**config.mk**
```make
export PLATFORM = sky130hd
export DESIGN_NAME = mdr_mem_if_flat
export DESIGN_NICKNAME = d
export VERILOG_FILES = /design/src/rtl/mdr_pkg.sv /design/src/rtl/mdr_mem_if_if.sv /design/src/rtl/mdr_wait_timer.sv /design/src/rtl/mdr_mem_if.sv /design/src/flat_wrapper.sv
export SDC_FILE = /design/constraint.sdc
export NUM_CORES = 1
export LEC_CHECK = 0
export CAP_MARGIN = 15
export CORE_ASPECT_RATIO = 0.7
export CORE_MARGIN = 2
export CORE_UTILIZATION = 40
export CTS_BUF_LIST = sky130_fd_sc_hd__clkbuf_4 sky130_fd_sc_hd__clkbuf_8
export CTS_CLUSTER_DIAMETER = 80
export DETAILED_ROUTE_END_ITERATION = 6
export DONT_BUFFER_PORTS = 1
export MAX_ROUTING_LAYER = met4
export PLACE_DENSITY = 0.65
export SLEW_MARGIN = 20
export SYNTH_ARGS = -nofsm -noshare
export SYNTH_HDL_FRONTEND = slang
export SYNTH_SLANG_ARGS = --single-unit
export TNS_END_PERCENT = 5
```
**constraint.sdc**
```tcl
create_clock -name clock -period 2.2 [get_ports clock]
set_input_delay 0.44 -clock clock [delete_from_list [all_inputs] [get_ports clock]]
set_output_delay 0.44 -clock clock [all_outputs]
set_load 0.01 [all_outputs]
```
**src/rtl/mdr_pkg.sv**
```systemverilog
// -----------------------------------------------------------------------------
// mdr_pkg
// Shared types and constants for the Mini-SRC memory data register block.
//   mdr_state_t    : transaction sequencer states
//   CNT_W          : width of the wait-state counter
//   DEF_*_WIDTH    : default data / address widths
// -----------------------------------------------------------------------------
package mdr_pkg;

    typedef enum logic [1:0] {
        IDLE,
        RD_WAIT,
        WR_WAIT,
        FINISH
    } mdr_state_t;

    localparam int CNT_W          = 8;
    localparam int DEF_DATA_WIDTH = 32;
    localparam int DEF_ADDR_WIDTH = 9;

endpackage

```
**src/rtl/mdr_mem_if_if.sv**
```systemverilog
// -----------------------------------------------------------------------------
// mdr_mem_if_if
// Bus/handshake bundle of the MDR block: control-unit and datapath inputs,
// the memory req/ack channel and the status outputs.
//   slave  : view used by mdr_mem_if
//   master : view used by whatever drives the block (control unit, memory)
// -----------------------------------------------------------------------------
interface mdr_mem_if_if
    import mdr_pkg::*;
#(
    parameter int DATA_WIDTH = DEF_DATA_WIDTH,
    parameter int ADDR_WIDTH = DEF_ADDR_WIDTH
);
    logic                  MDRin;
    logic                  read;
    logic [DATA_WIDTH-1:0] BusMuxOut;
    logic [DATA_WIDTH-1:0] Mdatain;
    logic [ADDR_WIDTH-1:0] mar_addr;
    logic                  rd_start;
    logic                  wr_start;
    logic [DATA_WIDTH-1:0] mem_rdata;
    logic                  mem_ack;
    logic                  mem_req;
    logic                  mem_we;
    logic [ADDR_WIDTH-1:0] mem_addr;
    logic [DATA_WIDTH-1:0] mem_wdata;
    logic [DATA_WIDTH-1:0] MDRout;
    logic                  busy;
    logic                  done;
    logic                  err;

    modport slave (
        input  MDRin, read, BusMuxOut, Mdatain, mar_addr, rd_start, wr_start,
               mem_rdata, mem_ack,
        output mem_req, mem_we, mem_addr, mem_wdata, MDRout, busy, done, err
    );

    modport master (
        output MDRin, read, BusMuxOut, Mdatain, mar_addr, rd_start, wr_start,
               mem_rdata, mem_ack,
        input  mem_req, mem_we, mem_addr, mem_wdata, MDRout, busy, done, err
    );

endinterface

```
**src/rtl/mdr_wait_timer.sv**
```systemverilog
// -----------------------------------------------------------------------------
// mdr_wait_timer
// Wait-state counter for the memory handshake.
//   clock   : rising-edge clock
//   clear   : synchronous active-high reset
//   cnt_clr : return count to zero (no transaction waiting)
//   en      : count one more wait cycle
//   tc      : count equals TERMINAL
// -----------------------------------------------------------------------------
module mdr_wait_timer #(
    parameter int CNT_W    = 8,
    parameter int TERMINAL = 14
) (
    input  logic clock,
    input  logic clear,
    input  logic cnt_clr,
    input  logic en,
    output logic tc
);
    localparam logic [CNT_W-1:0] TC_VAL = TERMINAL[CNT_W-1:0];

    logic [CNT_W-1:0] cnt;

    always_ff @(posedge clock) begin
        if (clear || cnt_clr)
            cnt <= '0;
        else if (en)
            cnt <= cnt + 1'b1;
    end

    assign tc = (cnt == TC_VAL);

endmodule

```
**src/rtl/mdr_mem_if.sv**
```systemverilog
// -----------------------------------------------------------------------------
// mdr_mem_if
// Memory data register with a read/write transaction sequencer.
//   clock : rising-edge clock
//   clear : synchronous active-high reset (aborts any transfer silently)
//   bus   : mdr_mem_if_if.slave -- MDR load controls, MAR address, start
//           pulses, memory req/ack channel, MDRout and busy/done/err status
// Build option: define MDR_TIMEOUT_EN to abort a transfer with an err pulse
// when no mem_ack arrives within TIMEOUT wait cycles; without it the
// sequencer waits indefinitely and err stays low.
// -----------------------------------------------------------------------------
module mdr_mem_if
    import mdr_pkg::*;
#(
    parameter int                    DATA_WIDTH = DEF_DATA_WIDTH,
    parameter int                    ADDR_WIDTH = DEF_ADDR_WIDTH,
    parameter int                    TIMEOUT    = 15,
    parameter logic [DATA_WIDTH-1:0] INIT       = '0
) (
    input  logic        clock,
    input  logic        clear,
    mdr_mem_if_if.slave bus
);
    mdr_state_t            state, state_nxt;
    logic [DATA_WIDTH-1:0] mdr_q, mdr_nxt;
    logic [ADDR_WIDTH-1:0] addr_q, addr_nxt;
    logic                  err_q, err_nxt;
    logic                  waiting;
    logic                  timed_out;

    assign waiting = (state == RD_WAIT) || (state == WR_WAIT);

`ifdef MDR_TIMEOUT_EN
    logic tc;

    // tc flags the last allowed wait cycle; an ack in that same cycle
    // still wins, so the abort is qualified with !mem_ack.
    mdr_wait_timer #(
        .CNT_W    (CNT_W),
        .TERMINAL (TIMEOUT - 1)
    ) u_timer (
        .clock   (clock),
        .clear   (clear),
        .cnt_clr (!waiting),
        .en      (waiting && !bus.mem_ack),
        .tc      (tc)
    );

    assign timed_out = tc && !bus.mem_ack;
`else
    localparam int timeout_unused = TIMEOUT;
    assign timed_out = 1'b0;
`endif

    always_comb begin
        state_nxt = state;
        mdr_nxt   = mdr_q;
        addr_nxt  = addr_q;
        err_nxt   = 1'b0;
        case (state)
            IDLE: begin
                // read beats write, and any start beats a direct MDR load
                if (bus.rd_start) begin
                    addr_nxt  = bus.mar_addr;
                    state_nxt = RD_WAIT;
                end else if (bus.wr_start) begin
                    addr_nxt  = bus.mar_addr;
                    state_nxt = WR_WAIT;
                end else if (bus.MDRin) begin
                    mdr_nxt = bus.read ? bus.Mdatain : bus.BusMuxOut;
                end
            end
            RD_WAIT: begin
                if (bus.mem_ack) begin
                    mdr_nxt   = bus.mem_rdata;
                    state_nxt = FINISH;
                end else if (timed_out) begin
                    err_nxt   = 1'b1;
                    state_nxt = IDLE;
                end
            end
            WR_WAIT: begin
                if (bus.mem_ack) begin
                    state_nxt = FINISH;
                end else if (timed_out) begin
                    err_nxt   = 1'b1;
                    state_nxt = IDLE;
                end
            end
            FINISH:  state_nxt = IDLE;
            default: state_nxt = IDLE;
        endcase
    end

    always_ff @(posedge clock) begin
        if (clear) begin
            state  <= IDLE;
            mdr_q  <= INIT;
            addr_q <= '0;
            err_q  <= 1'b0;
        end else begin
            state  <= state_nxt;
            mdr_q  <= mdr_nxt;
            addr_q <= addr_nxt;
            err_q  <= err_nxt;
        end
    end

    // request and direction are pure decodes of the wait states, so they
    // drop in the same cycle the sequencer leaves them
    assign bus.mem_req   = waiting;
    assign bus.mem_we    = (state == WR_WAIT);
    assign bus.mem_addr  = addr_q;
    assign bus.mem_wdata = mdr_q;
    assign bus.MDRout    = mdr_q;
    assign bus.busy      = waiting;
    assign bus.done      = (state == FINISH);
    assign bus.err       = err_q;

endmodule

```
**src/flat_wrapper.sv**
```systemverilog
// flat-port wrapper written by rule: the top's interface ports become plain ports
module mdr_mem_if_flat import mdr_pkg::*;
#(
    parameter int                    DATA_WIDTH = DEF_DATA_WIDTH,
    parameter int                    ADDR_WIDTH = DEF_ADDR_WIDTH,
    parameter int                    TIMEOUT    = 15,
    parameter logic [DATA_WIDTH-1:0] INIT       = '0
)
  (clock, clear, bus_MDRin, bus_read, bus_BusMuxOut, bus_Mdatain, bus_mar_addr, bus_rd_start, bus_wr_start, bus_mem_rdata, bus_mem_ack, bus_mem_req, bus_mem_we, bus_mem_addr, bus_mem_wdata, bus_MDRout, bus_busy, bus_done, bus_err);
  mdr_mem_if_if #(.DATA_WIDTH(DATA_WIDTH), .ADDR_WIDTH(ADDR_WIDTH)) bus_i ();
  input  logic clock;
  input  logic clear;
  input wire logic [$bits(bus_i.MDRin)-1:0] bus_MDRin;
  input wire logic [$bits(bus_i.read)-1:0] bus_read;
  input wire logic [$bits(bus_i.BusMuxOut)-1:0] bus_BusMuxOut;
  input wire logic [$bits(bus_i.Mdatain)-1:0] bus_Mdatain;
  input wire logic [$bits(bus_i.mar_addr)-1:0] bus_mar_addr;
  input wire logic [$bits(bus_i.rd_start)-1:0] bus_rd_start;
  input wire logic [$bits(bus_i.wr_start)-1:0] bus_wr_start;
  input wire logic [$bits(bus_i.mem_rdata)-1:0] bus_mem_rdata;
  input wire logic [$bits(bus_i.mem_ack)-1:0] bus_mem_ack;
  output wire logic [$bits(bus_i.mem_req)-1:0] bus_mem_req;
  output wire logic [$bits(bus_i.mem_we)-1:0] bus_mem_we;
  output wire logic [$bits(bus_i.mem_addr)-1:0] bus_mem_addr;
  output wire logic [$bits(bus_i.mem_wdata)-1:0] bus_mem_wdata;
  output wire logic [$bits(bus_i.MDRout)-1:0] bus_MDRout;
  output wire logic [$bits(bus_i.busy)-1:0] bus_busy;
  output wire logic [$bits(bus_i.done)-1:0] bus_done;
  output wire logic [$bits(bus_i.err)-1:0] bus_err;
  assign bus_i.MDRin = bus_MDRin;
  assign bus_i.read = bus_read;
  assign bus_i.BusMuxOut = bus_BusMuxOut;
  assign bus_i.Mdatain = bus_Mdatain;
  assign bus_i.mar_addr = bus_mar_addr;
  assign bus_i.rd_start = bus_rd_start;
  assign bus_i.wr_start = bus_wr_start;
  assign bus_i.mem_rdata = bus_mem_rdata;
  assign bus_i.mem_ack = bus_mem_ack;
  assign bus_mem_req = bus_i.mem_req;
  assign bus_mem_we = bus_i.mem_we;
  assign bus_mem_addr = bus_i.mem_addr;
  assign bus_mem_wdata = bus_i.mem_wdata;
  assign bus_MDRout = bus_i.MDRout;
  assign bus_busy = bus_i.busy;
  assign bus_done = bus_i.done;
  assign bus_err = bus_i.err;
  mdr_mem_if #(.DATA_WIDTH(DATA_WIDTH), .ADDR_WIDTH(ADDR_WIDTH), .TIMEOUT(TIMEOUT), .INIT(INIT)) u_core (.clock(clock), .clear(clear), .bus(bus_i));
endmodule
```
Word-level counts from Yosys, hierarchy flattened
Cells that the tools add are included.
- output and inout bits: 78
- logic and storage cells: 32
- input port bits: 112
- register bits: 43
- mux-type cells: 12
- reductions and logical operators: 8
- equal/unequal tests: 9
- operators with widths (cell ; number):
    $mux 32 ; 5
    $pmux 32 s2 ; 1
    $mux 9 ; 2
    $ne 2x2->1 const B ; 4
    $mux 2 ; 3
    $pmux 2 s3 ; 1
    $reduce_and 5->1 ; 1
    $eq 2x2->1 const B ; 2
    $reduce_and 2->1 ; 2
    $reduce_bool 2->1 ; 2
    $ne 3x3->1 const B ; 1
    $eq 2x1->1 const B ; 1
    $logic_not 2->1 ; 1
    $ne 2x1->1 const B ; 1
    $reduce_or 2->1 ; 1
    $logic_or 1x1->1 ; 1

Depth between registers and ports, before layout
Gate-level depths: netlist of run 1.
- depth in word-level cells: 5
- mapped depth: 7
- depth with buffers taken out: 5

Least setup slack after synthesis of run 1
OpenSTA, ideal clock, no wires.
- path kind: flip-flop to flip-flop
- start: register u_core.state[1]
- end: register u_core.mdr_q[0] (netlist: u_core.bus.MDRout[0])
- arrival time: 1.462 ns
- cell stages (with the launch flop): 8
- buffers on the path: 3
- data required time: 2.128 ns
- slack: 0.666 ns
- clock period less this slack: 1.534 ns
- setup time: 0.072 ns
- path through: dfxtp_1 -> inv_1 -> ha_1 -> buf_2 -> buf_2 -> clkbuf_1 -> o211ai_1 -> mux2i_1
- cells in the longest elaborated chain, start to end: 3
- elaborated cells between the ends (all ways): 9
- classes of those cells: 5 x eq/ne; 1 x mux; 3 x reduce/logical
- RTL lines (item ; line ; text):
    from (decl) ; mdr_mem_if.sv:24 ; mdr_state_t state, state_nxt;
    from (signal assigned) ; mdr_mem_if.sv:102 ; state <= state_nxt;
    $eq 2x1->1 or $logic_not 2->1 (tied branches) ; mdr_mem_if.sv:60 ; case (state)
    $ne 2x2->1 (no line) or $reduce_bool 2->1 (tied branches) ; n/a ;
    $reduce_and 5->1 (no line) ; n/a ;
    to (signal assigned) ; mdr_mem_if.sv:103 ; mdr_q <= mdr_nxt;
    to (decl) ; mdr_mem_if.sv:25 ; logic [DATA_WIDTH-1:0] mdr_q, mdr_nxt;
Parallel ways exist; a longest one is shown, timed or not.
A chain may end at the register's enable or synchronous reset.

Worst setup path after layout of run 1
- start: register u_core.state[0]
- end: register u_core.mdr_q[22] (netlist: u_core.bus.MDRout[22])
Same word-level chain as after synthesis.

==> results.py, run 1 <==
metrics = {
    "cts": {
        "clkTransAtPathRegs_ns": 0.09,
        "clock_latency_ns": 0.29,
        "holdBufCountCts": 0,
        "cts_root_buffer": "clkbuf_8",
        "clock-sinks": 43,
        "cts_htree_levels": 2,
        "cts_buffers": 5,
        "cts_buffer_depth": 2,
        "cts_tree": "built",
    },
    "logic_synthesis": {
        "synth.net_count": 420,
        "netlist_area_um2": 2820,
        "synthCells": 303,
        "syn_avg_cell_area_um2": 9.30,
        "synth_warnings": 0,
        "ys_seq_elements": 43,
        "ys_types": 26,
        "yosysSeqAreaShare": 0.306,
    },
    "routing": {
        "drc": 0,
        "ant_nets": 0,
        "wire_per_inst_um": 16.5,
        "via_per_inst": 5.38,
        "vias": 1887,
        "dr.pass1.iters": 4,
        "wirelength_um": 5790,
        "initialDrtViolationCount": 75,
    },
    "timing": {
        "rsz0062_at_grt": "false",
        "finalSetupTns_ns": 0,
        "maxSlewHeadroom": 0.457,
        "max_freq_mhz": 577,
        "finalWorstSetupSlack_ns": 0.467,
        "hold_viol": 0,
        "min_period_ns": 1.73,
        "slew_viol_final": 0,
        "tightest_slew_ns": 0.807,
        "fin_worst_skew_ns": 0.00946,
        "finalSetupViolations": 0,
        "fin_crit_sh": 0.788,
        "holdWs_ns": 0.207,
    },
    "die": {
        "rows": 25,
        "coreArea_um2": 6790,
        "die_w_um": 104,
        "dieArea_um2": 7740,
        "start_util": 0.415,
        "io_pins": 190,
        "die_y_um": 74.2,
    },
    "setup_path": {
        "worstSetupStartpointType": "register",
        "crit_path_end_kind": "register",
        "slowest_stage": "a21o_4",
        "cp.required_ns": 2.42,
        "critPathKind": "register to register",
        "cp_common_cell": "mux2i_1",
        "max_stage_delay_ns": 0.47,
        "crit_family": "compound AO/OA/AOI/OAI gates",
        "path_buf_inv": 1,
        "cp_cell_sequence": "inv_1, ha_1, mux2i_1, a21o_4, mux2i_1",
        "critPathLaunch": "u_core.state[0]",
        "cp.arrival_ns": 1.95,
        "r2r-start": "u_core.state[0]",
        "crit_fanout": 32,
    },
    "place": {
        "place.gp.congestion": 0.717,
        "post-dp-hpwl_um": 4180,
        "pre_cts_ws_ns": 0.170,
        "portBuffers": 0,
    },
    "grt": {
        "grt_pass1_vias": 1779,
        "antenna_found_initial": 0,
        "grt_pass1_wl_um": 8910,
        "gr-total-overflow": 0,
        "grt_max_degree": 65,
        "track_usage": 0.150,
    },
    "finish": {
        "post-route-util": 0.399,
        "finalNetCount": 373,
        "drive_gt1_frac": 0.163,
        "n_antenna_cell": 0,
        "area_growth_syn_to_layout_pct": -3.78,
    },
    "min_path": {
        "holdCritStartpoint": "clear",
        "hold_class": "primary input to register",
    },
    "job": {
        "cap_viol_max_count": 0,
    },
    "power_and_ir_drop": {
        "peakVddDrop_mv": 0.672,
        "combPwrFrac": 0.358,
        "cellPowerDensity_nw_per_um2": 1360,
        "p_switching_mw": 1.55,
        "p_seq_frac": 0.443,
        "p_clk_frac": 0.199,
        "leakage_nw": 1.07,
        "swShare": 0.420,
        "finalPower_mw": 3.68,
        "internal_power_mw": 2.13,
    },
    "status": {
        "outcome": "complete, no violations",
    },
}
## path summary, 6_finish.rpt
kind,to,slack (ns),depth (start not counted)
worst max-delay path,u_core.bus.MDRout[22],0.47,5
worst min-delay path,u_core.bus.mem_addr[4],0.21,1
worst max register to register,u_core.bus.MDRout[22],0.47,5
worst min register to register,u_core.bus.MDRout[27],0.57,2
## area by class of cell
type	instances	area, um2
inverter	4	15.0
clock buffer	5	68.8
timing repair buffer	3	35.0
sequential	43	861
clock inverter	3	67.6
multi-input combinational	199	1550
tap	94	118
fill	699	4080
## stage by stage
stage          instance area, um2  cells
2_1_floorplan                2820    303
3_3_place_gp                 2570    343
3_5_place_dp                 2570    343
4_1_cts                      2700    351
5_1_grt                      2710    351
6_report                     2710    351
## synth_stat cells
library cell | instances | area (um2)
nor3b_1 | 1 | 7.51
clkbuf_1 | 13 | 48.8
a2111oi_0 | 2 | 17.5
nand2b_1 | 33 | 206
a21o_1 | 1 | 7.51
o21ai_0 | 1 | 5.00
buf_6 | 1 | 11.3
nor2b_1 | 2 | 12.5
buf_2 | 6 | 30.0
or3b_1 | 1 | 8.76
mux2_2 | 27 | 304
buf_4 | 34 | 255
ha_1 | 5 | 62.6
nor2_1 | 9 | 33.8
mux2_1 | 5 | 56.3
buf_12 | 3 | 60.1
conb_1 | 1 | 3.75
o211ai_1 | 32 | 240
dfxtp_1 | 43 | 861
or3b_2 | 1 | 8.76
a21oi_1 | 2 | 10.0
inv_2 | 1 | 3.75
inv_1 | 3 | 11.3
nand2_1 | 32 | 120
mux2i_1 | 42 | 420
nor3_1 | 2 | 10.0
## sequential cells by signal, summed over array words and instances, names as in the netlist
register             cells
u_core.state             2
u_core.bus.MDRout       32
u_core.bus.mem_addr      9
## cell families after synthesis
kind of cell    count (synthesis)  share of synthesized area
compound gates                 38                     0.0995
fa+ha+maj                       5                     0.0222
buf+inv                        61                      0.149
flops                          43                      0.306
mux                            74                      0.277
other cells                     1                    0.00133
simple gates                   81                      0.145
## cell usage in the layout, fill, tap and decap left out, types with 2 or more instances in the layout
cell	n
o211ai_1	32
inv_1	3
mux2_2	27
ha_1	4
mux2i_1	42
nor3_1	2
buf_4	2
nand2b_1	33
a2111oi_0	2
nor2_1	9
mux2_1	5
nand2_1	32
a21oi_1	2
clkbuf_8	5
nor2b_1	2
dfxtp_1	43
bufinv_16	2
## power groups by stage
stage	combinational, mW	sequential, mW	clock (mW)
floorplan	1.81	1.42	0
global placement	1.29	1.65	0
detailed placement	1.33	1.65	0
CTS	1.33	1.64	0.774
global route	1.46	1.69	0.798
finish	1.31	1.63	0.733
## timing repair
action,4_1_cts,5_1_grt
endpoints found under the setup margin,0,4
setup buffers,0,0
resized for setup,0,1
## per-layer routing
layer,share of wire,vias to the layer above,track usage
met5,0,-,-
met4,0.0062,0,0.0420
met3,0.093,4,0.0596
met2,0.47,100,0.256
met1,0.43,865,0.166
li1,-,918,-
Note: power is estimated with default switching activity, not from simulation.
==> run 2, diff against run 1 <==
--- a/config.mk
+++ b/config.mk
@@ -14,7 +14,7 @@
 export DETAILED_ROUTE_END_ITERATION = 6
 export DONT_BUFFER_PORTS = 1
 export MAX_ROUTING_LAYER = met4
-export PLACE_DENSITY = 0.65
+export PLACE_DENSITY = 0.67
 export SLEW_MARGIN = 20
 export SYNTH_ARGS = -nofsm -noshare
 export SYNTH_HDL_FRONTEND = slang
==> constraint.sdc (replaced) <==
create_clock -name clock -period 1.4 [get_ports clock]
set_input_delay 0.28 -clock clock [delete_from_list [all_inputs] [get_ports clock]]
set_output_delay 0.28 -clock clock [all_outputs]
set_load 0.01 [all_outputs]
==> run 2 against run 1 <==
  * The run now ends with negative setup slack left
  * Final area grew 7.4%
  * Clock power up 35%
  * Flip-flop and latch count stayed put
  * Count of clock-buffer cells in the layout unchanged
  * Sequential share of layout area is 2.0 points lower
  * Worst hold slack got worse by 0.17 ns
  * First-iteration DRC count rose by 5.3%
  * Global-route usage rose by 1.5 points
  * Register-to-register slack lost 0.48 ns
  * Total power grew 76%
  * Maximum frequency rose by 23%
  * Critical path depth up 2
  * Critical path type unchanged
  * Largest power group is now combinational cells
==> results.py, run 2 (synthesized netlist as in run 1, its figures left out) <==
metrics = {
    "setup_path": {
        "cp.required_ns": 1.58,
        "ff2ff_setup_slack_ns": -0.01,
        "worstSetupStartpointType": "register",
        "crit_path_end_kind": "register",
        "critPathKind": "register to register",
        "cp.arrival_ns": 1.59,
        "crit_fanout": 6,
    },
    "timing": {
        "rsz0062_at_grt": "true",
        "fin_crit_sh": 1.01,
        "finalWorstSetupSlack_ns": -0.0128,
        "min_period_ns": 1.41,
        "finalSetupViolations": 13,
        "fin_worst_skew_ns": 0.0136,
        "hold_viol": 0,
        "max_freq_mhz": 708,
        "slew_viol_final": 0,
        "finalSetupTns_ns": -0.0763,
    },
    "die": {
        "coreArea_um2": 6790,
        "dieArea_um2": 7740,
        "rows": 25,
        "die_y_um": 74.2,
        "start_util": 0.415,
        "io_pins": 190,
        "die_w_um": 104,
    },
    "grt": {
        "grt_pass1_vias": 1925,
        "track_usage": 0.165,
        "gr-total-overflow": 0,
        "grt_max_degree": 39,
        "grt_pass1_wl_um": 9720,
        "antenna_found_initial": 0,
    },
    "routing": {
        "dr.pass1.iters": 4,
        "wirelength_um": 6300,
        "via_per_inst": 5.38,
        "drc": 0,
        "initialDrtViolationCount": 79,
        "wire_per_inst_um": 17.3,
        "ant_nets": 0,
        "vias": 1965,
    },
    "power_and_ir_drop": {
        "cellPowerDensity_nw_per_um2": 2220,
        "p_switching_mw": 2.67,
        "internal_power_mw": 3.79,
        "finalPower_mw": 6.46,
        "p_clk_frac": 0.154,
        "combPwrFrac": 0.447,
        "peakVddDrop_mv": 1.14,
        "swShare": 0.414,
        "p_seq_frac": 0.400,
        "leakage_nw": 1.17,
    },
    "finish": {
        "finalNetCount": 387,
        "final_common_cell": "mux2i_1",
        "drive_gt1_frac": 0.236,
        "final_cell_mix": "42 x mux2i_1, 41 x dfxtp_1, 33 x nand2b_1",
        "largest_reg_flops": 32,
        "post-route-util": 0.429,
        "finalInstanceArea_um2": 2910,
        "area_growth_syn_to_layout_pct": 3.33,
        "instances_no_fill": 365,
        "n_antenna_cell": 0,
        "fillers": 662,
    },
    "cts": {
        "clock_latency_ns": 0.30,
        "cts_root_buffer": "clkbuf_8",
        "holdBufCountCts": 0,
        "clkTransAtPathRegs_ns": 0.09,
        "cts_tree": "built",
        "clock-sinks": 43,
        "cts_htree_levels": 2,
        "cts_buffer_depth": 2,
        "cts_buffers": 5,
    },
    "status": {
        "outcome": "finished, violations left",
        "violations": "negative setup slack",
    },
    "place": {
        "post-dp-hpwl_um": 4510,
        "portBuffers": 0,
        "place_area_um2": 2670,
        "place.gp.congestion": 0.836,
        "dp.cells": 353,
    },
    "job": {
        "cap_viol_max_count": 0,
    },
    "min_path": {
        "hold_class": "primary input to register",
    },
}
[run 2: changes by cell type in the layout (fill, tap and decap cells not counted), sizes merged]
cell / delta
buf: +14
clkinv: +2
clkinvlp: -1
bufinv: -1
[run 2: area by class of cell]
type,instances,area [um2],area share
Multi-Input combinational cell,199,1580,0.542
Clock inverter,3,43.8,0.0150
Sequential cell,43,866,0.298
Tap cell,94,118,0.0404
Inverter,4,20.0,0.00688
Clock buffer,5,68.8,0.0236
Timing Repair Buffer,17,216,0.0744
[run 2: metrics by stage]
step / hold slack, ns / setup slack (ns)
2_1_floorplan: 0.359 / -0.0641
3_3_place_gp: 0.354 / 0.00356
3_5_place_dp: 0.355 / -0.0756
4_1_cts: 0.0216 / -0.0211
5_1_grt: 0.0144 / -0.122
6_report: 0.0331 / -0.0128
[run 2: power groups by stage]
stage	clock, mW	sequential (mW)	combinational (mW)
2_1_floorplan	0	2.24	2.88
3_3_place_gp	0	2.59	2.31
3_5_place_dp	0	2.60	2.37
4_1_cts	1.03	2.60	2.88
5_1_grt	1.08	2.68	3.17
6_report	0.992	2.58	2.89
[run 2: layer usage]
| layer | routed length (um) | share of wire | vias to the layer above | track usage |
|---|---|---|---|---|
| li1 | - | - | 947 | - |
| met1 | 2600 | 0.41 | 908 | 0.180 |
| met2 | 3090 | 0.49 | 106 | 0.286 |
| met3 | 575 | 0.091 | 4 | 0.0622 |
| met4 | 31 | 0.0049 | 0 | 0.0465 |
| met5 | 0 | 0 | - | - |
[run 2: what timing repair did]
action                     in CTS  in global routing
cloned                          2                  0
buffers inserted                2                  0
gates resized for setup        16                  5
setup endpoints to repair      36                 37
[run 2: worst paths after layout]
check	end	cells past startpoint	from
setup / recovery	u_core.bus.MDRout[27]	7	u_core.state[1]
hold / removal	u_core.bus.mem_addr[8]	1	clear
setup reg to reg	u_core.bus.MDRout[27]	7	u_core.state[1]
hold reg to reg	u_core.bus.MDRout[28]	2	u_core.bus.MDRout[28]
[run 2: worst max-delay path, cell delays in order, from the launching register on]
cell and delay (ns):
dfxtp_2 0.36, inv_4 0.05, ha_4 0.16, mux2i_1 0.11
a21o_2 0.22, buf_6 0.14, buf_16 0.14, mux2i_1 0.11
==> run 3, diff against run 2 <==
--- a/config.mk
+++ b/config.mk
@@ -9,12 +9,10 @@
 export CORE_ASPECT_RATIO = 0.7
 export CORE_MARGIN = 2
 export CORE_UTILIZATION = 40
-export CTS_BUF_LIST = sky130_fd_sc_hd__clkbuf_4 sky130_fd_sc_hd__clkbuf_8
 export CTS_CLUSTER_DIAMETER = 80
 export DETAILED_ROUTE_END_ITERATION = 6
 export DONT_BUFFER_PORTS = 1
-export MAX_ROUTING_LAYER = met4
-export PLACE_DENSITY = 0.67
+export PLACE_DENSITY = 0.65
 export SLEW_MARGIN = 20
 export SYNTH_ARGS = -nofsm -noshare
 export SYNTH_HDL_FRONTEND = slang
==> constraint.sdc (replaced) <==
create_clock -name clock -period 1.65 [get_ports clock]
set_input_delay 0.33 -clock clock [delete_from_list [all_inputs] [get_ports clock]]
set_output_delay 0.33 -clock clock [all_outputs]
set_load 0.01 [all_outputs]
==> run 3 against run 2 <==
  * The run now ends clean
  * Non-clock buffer count down 9
  * Global-route usage down 2.2 points
  * Core utilization shrank 2.9 points
  * Critical path type is now register to primary output
  * Largest power group is now sequential cells
==> results.py, run 3 (synthesized netlist as in run 1, its figures left out) <==
metrics = {
    "setup_path": {
        "critPathKind": "register to primary output",
        "cp_cell_sequence": "inv_1, ha_1, buf_4",
        "cp.required_ns": 1.32,
        "slowest_stage": "dfxtp_2",
        "crit_path_end_kind": "primary output",
        "worstSetupStartpointType": "register",
        "crit_fanout": 4,
        "cp.arrival_ns": 1.25,
        "crit_family": "flip-flops",
        "r2r-start": "u_core.state[0]",
        "ff2ff_setup_slack_ns": 0.14,
        "max_stage_delay_ns": 0.37,
        "path_buf_inv": 2,
        "reg2regPathDepth": 5,
        "reg2reg_to": "u_core.state[0]",
    },
    "place": {
        "dp.cells": 348,
        "pre_cts_ws_ns": 0.0813,
        "place.gp.congestion": 0.732,
        "post-dp-hpwl_um": 4460,
        "portBuffers": 0,
    },
    "grt": {
        "grt_pass1_vias": 1765,
        "track_usage": 0.143,
        "grt_pass1_wl_um": 8780,
        "met3_usage": 0.0596,
        "grtUsageMet2": 0.259,
        "grt_max_degree": 35,
        "grtUsageMet1": 0.157,
        "gr-total-overflow": 0,
        "grt-busiest-layer": "met2",
        "antenna_found_initial": 0,
    },
    "finish": {
        "final_common_cell": "mux2i_1",
        "n_antenna_cell": 0,
        "finalNetCount": 378,
        "instances_no_fill": 356,
        "seqCellArea_um2": 863,
        "area_growth_syn_to_layout_pct": -3.69,
        "largest_reg_flops": 32,
        "drive_gt1_frac": 0.187,
        "final_cell_mix": "42 x mux2i_1, 41 x dfxtp_1, 33 x nand2b_1",
        "fillers": 677,
        "post-route-util": 0.400,
        "multi_input_comb_area_um2": 1540,
    },
    "cts": {
        "cts_setup_buffers": 0,
        "cts_htree_levels": 2,
        "clkTransAtPathRegs_ns": 0.08,
        "clock-sinks": 43,
        "cts_buffer_depth": 2,
        "clock_latency_ns": 0.29,
        "cts_buffers": 5,
        "cts_tree": "built",
        "cts_root_buffer": "clkbuf_8",
    },
    "die": {
        "start_util": 0.415,
        "die_y_um": 74.2,
        "coreArea_um2": 6790,
        "rows": 25,
        "dieArea_um2": 7740,
        "io_pins": 190,
        "die_w_um": 104,
    },
    "routing": {
        "wire_per_inst_um": 16.7,
        "vias": 1890,
        "via_per_inst": 5.31,
        "drc": 0,
        "ant_nets": 0,
        "initialDrtViolationCount": 56,
        "dr.pass1.iters": 3,
        "wirelength_um": 5940,
    },
    "timing": {
        "min_period_ns": 1.58,
        "rsz0062_at_grt": "true",
        "finalWorstSetupSlack_ns": 0.0710,
        "fin_crit_sh": 0.957,
        "hold_viol": 0,
        "finalSetupViolations": 0,
        "fin_worst_skew_ns": 0.00458,
        "slew_viol_final": 0,
        "max_freq_mhz": 633,
        "finalSetupTns_ns": 0,
    },
    "power_and_ir_drop": {
        "cellPowerDensity_nw_per_um2": 1770,
        "peakVddDrop_mv": 1.11,
        "p_switching_mw": 2.07,
        "internal_power_mw": 2.72,
        "p_seq_frac": 0.455,
        "swShare": 0.432,
        "p_clk_frac": 0.156,
        "combPwrFrac": 0.389,
        "leakage_nw": 1.08,
    },
    "status": {
        "outcome": "complete, no violations",
    },
    "min_path": {
        "min_path_cells": 1,
        "hold_end": "u_core.bus.mem_addr[2]",
        "hold_class": "primary input to register",
        "holdCritStartpoint": "clear",
    },
    "job": {
        "cap_viol_max_count": 0,
    },
}
## run 3: changes by cell type in the layout (fill, tap and decap cells not counted), moves of 2 or more
cell,before,now
buf_6,3,0
buf_12,3,1
buf_16,2,0
buf_4,9,7
clkbuf_8,5,7
ha_1,2,4
ha_4,2,0
inv_1,1,3
inv_4,2,0
## run 3: through the flow
stage               total power, mW  hold WS, ns  instance area, um2
finish                         4.80       0.0980                2710
global route                   5.16       0.0753                2710
CTS                            4.87       0.0820                2710
detailed placement             4.09        0.405                2610
global placement               4.03        0.404                2610
floorplan                      4.31        0.409                2820
## run 3: area by class of cell
class,instances,area share
clock buffers,7,0.0355
clock inverters,1,0.00277
inverters,4,0.00554
multi-input cells,199,0.568
flip-flops and latches,43,0.318
well taps,94,0.0434
repair buffers,8,0.0268
## run 3: power groups by stage
stage               clock [mW]  combinational, mW  sequential, mW
finish                   0.748               1.87            2.18
global route             0.830               2.07            2.26
floorplan                    0               2.41            1.90
CTS                      0.791               1.89            2.19
detailed placement           0               1.88            2.21
global placement             0               1.83            2.20
## run 3: worst max path at each step
stage	start	endpoint	cells after the start
after detailed placement	u_core.state[0]	u_core.state[0]	5
after floorplan	u_core.state[1]	u_core.bus.MDRout[0]	7
after CTS	u_core.state[1]	bus_mem_req	3
after global placement	u_core.state[0]	u_core.state[0]	5
after global routing	u_core.state[0]	bus_mem_req	3
final	u_core.state[0]	bus_mem_req	3
## run 3: routing by layer
metal / part of all wire / vias to the layer above / routed length [um]
met4: 0.0056 / 0 / 33
met2: 0.50 / 107 / 2970
li1: - / 926 / -
met1: 0.40 / 853 / 2400
met3: 0.091 / 4 / 543
met5: 0 / - / 0
## run 3: repair_timing
action / in CTS / in global routing
hold buffers: 0 / 0
endpoints found under the setup margin: 2 / 13
gates cloned: 0 / 0
resized for setup: 1 / 2
## run 3: worst register-to-register path, cell delays in order, from the launching register on
cell and delay (ns):
dfxtp_2 0.37, inv_1 0.08, ha_1 0.33, nor2b_1 0.15, a2111oi_0 0.38, nor3_1 0.08
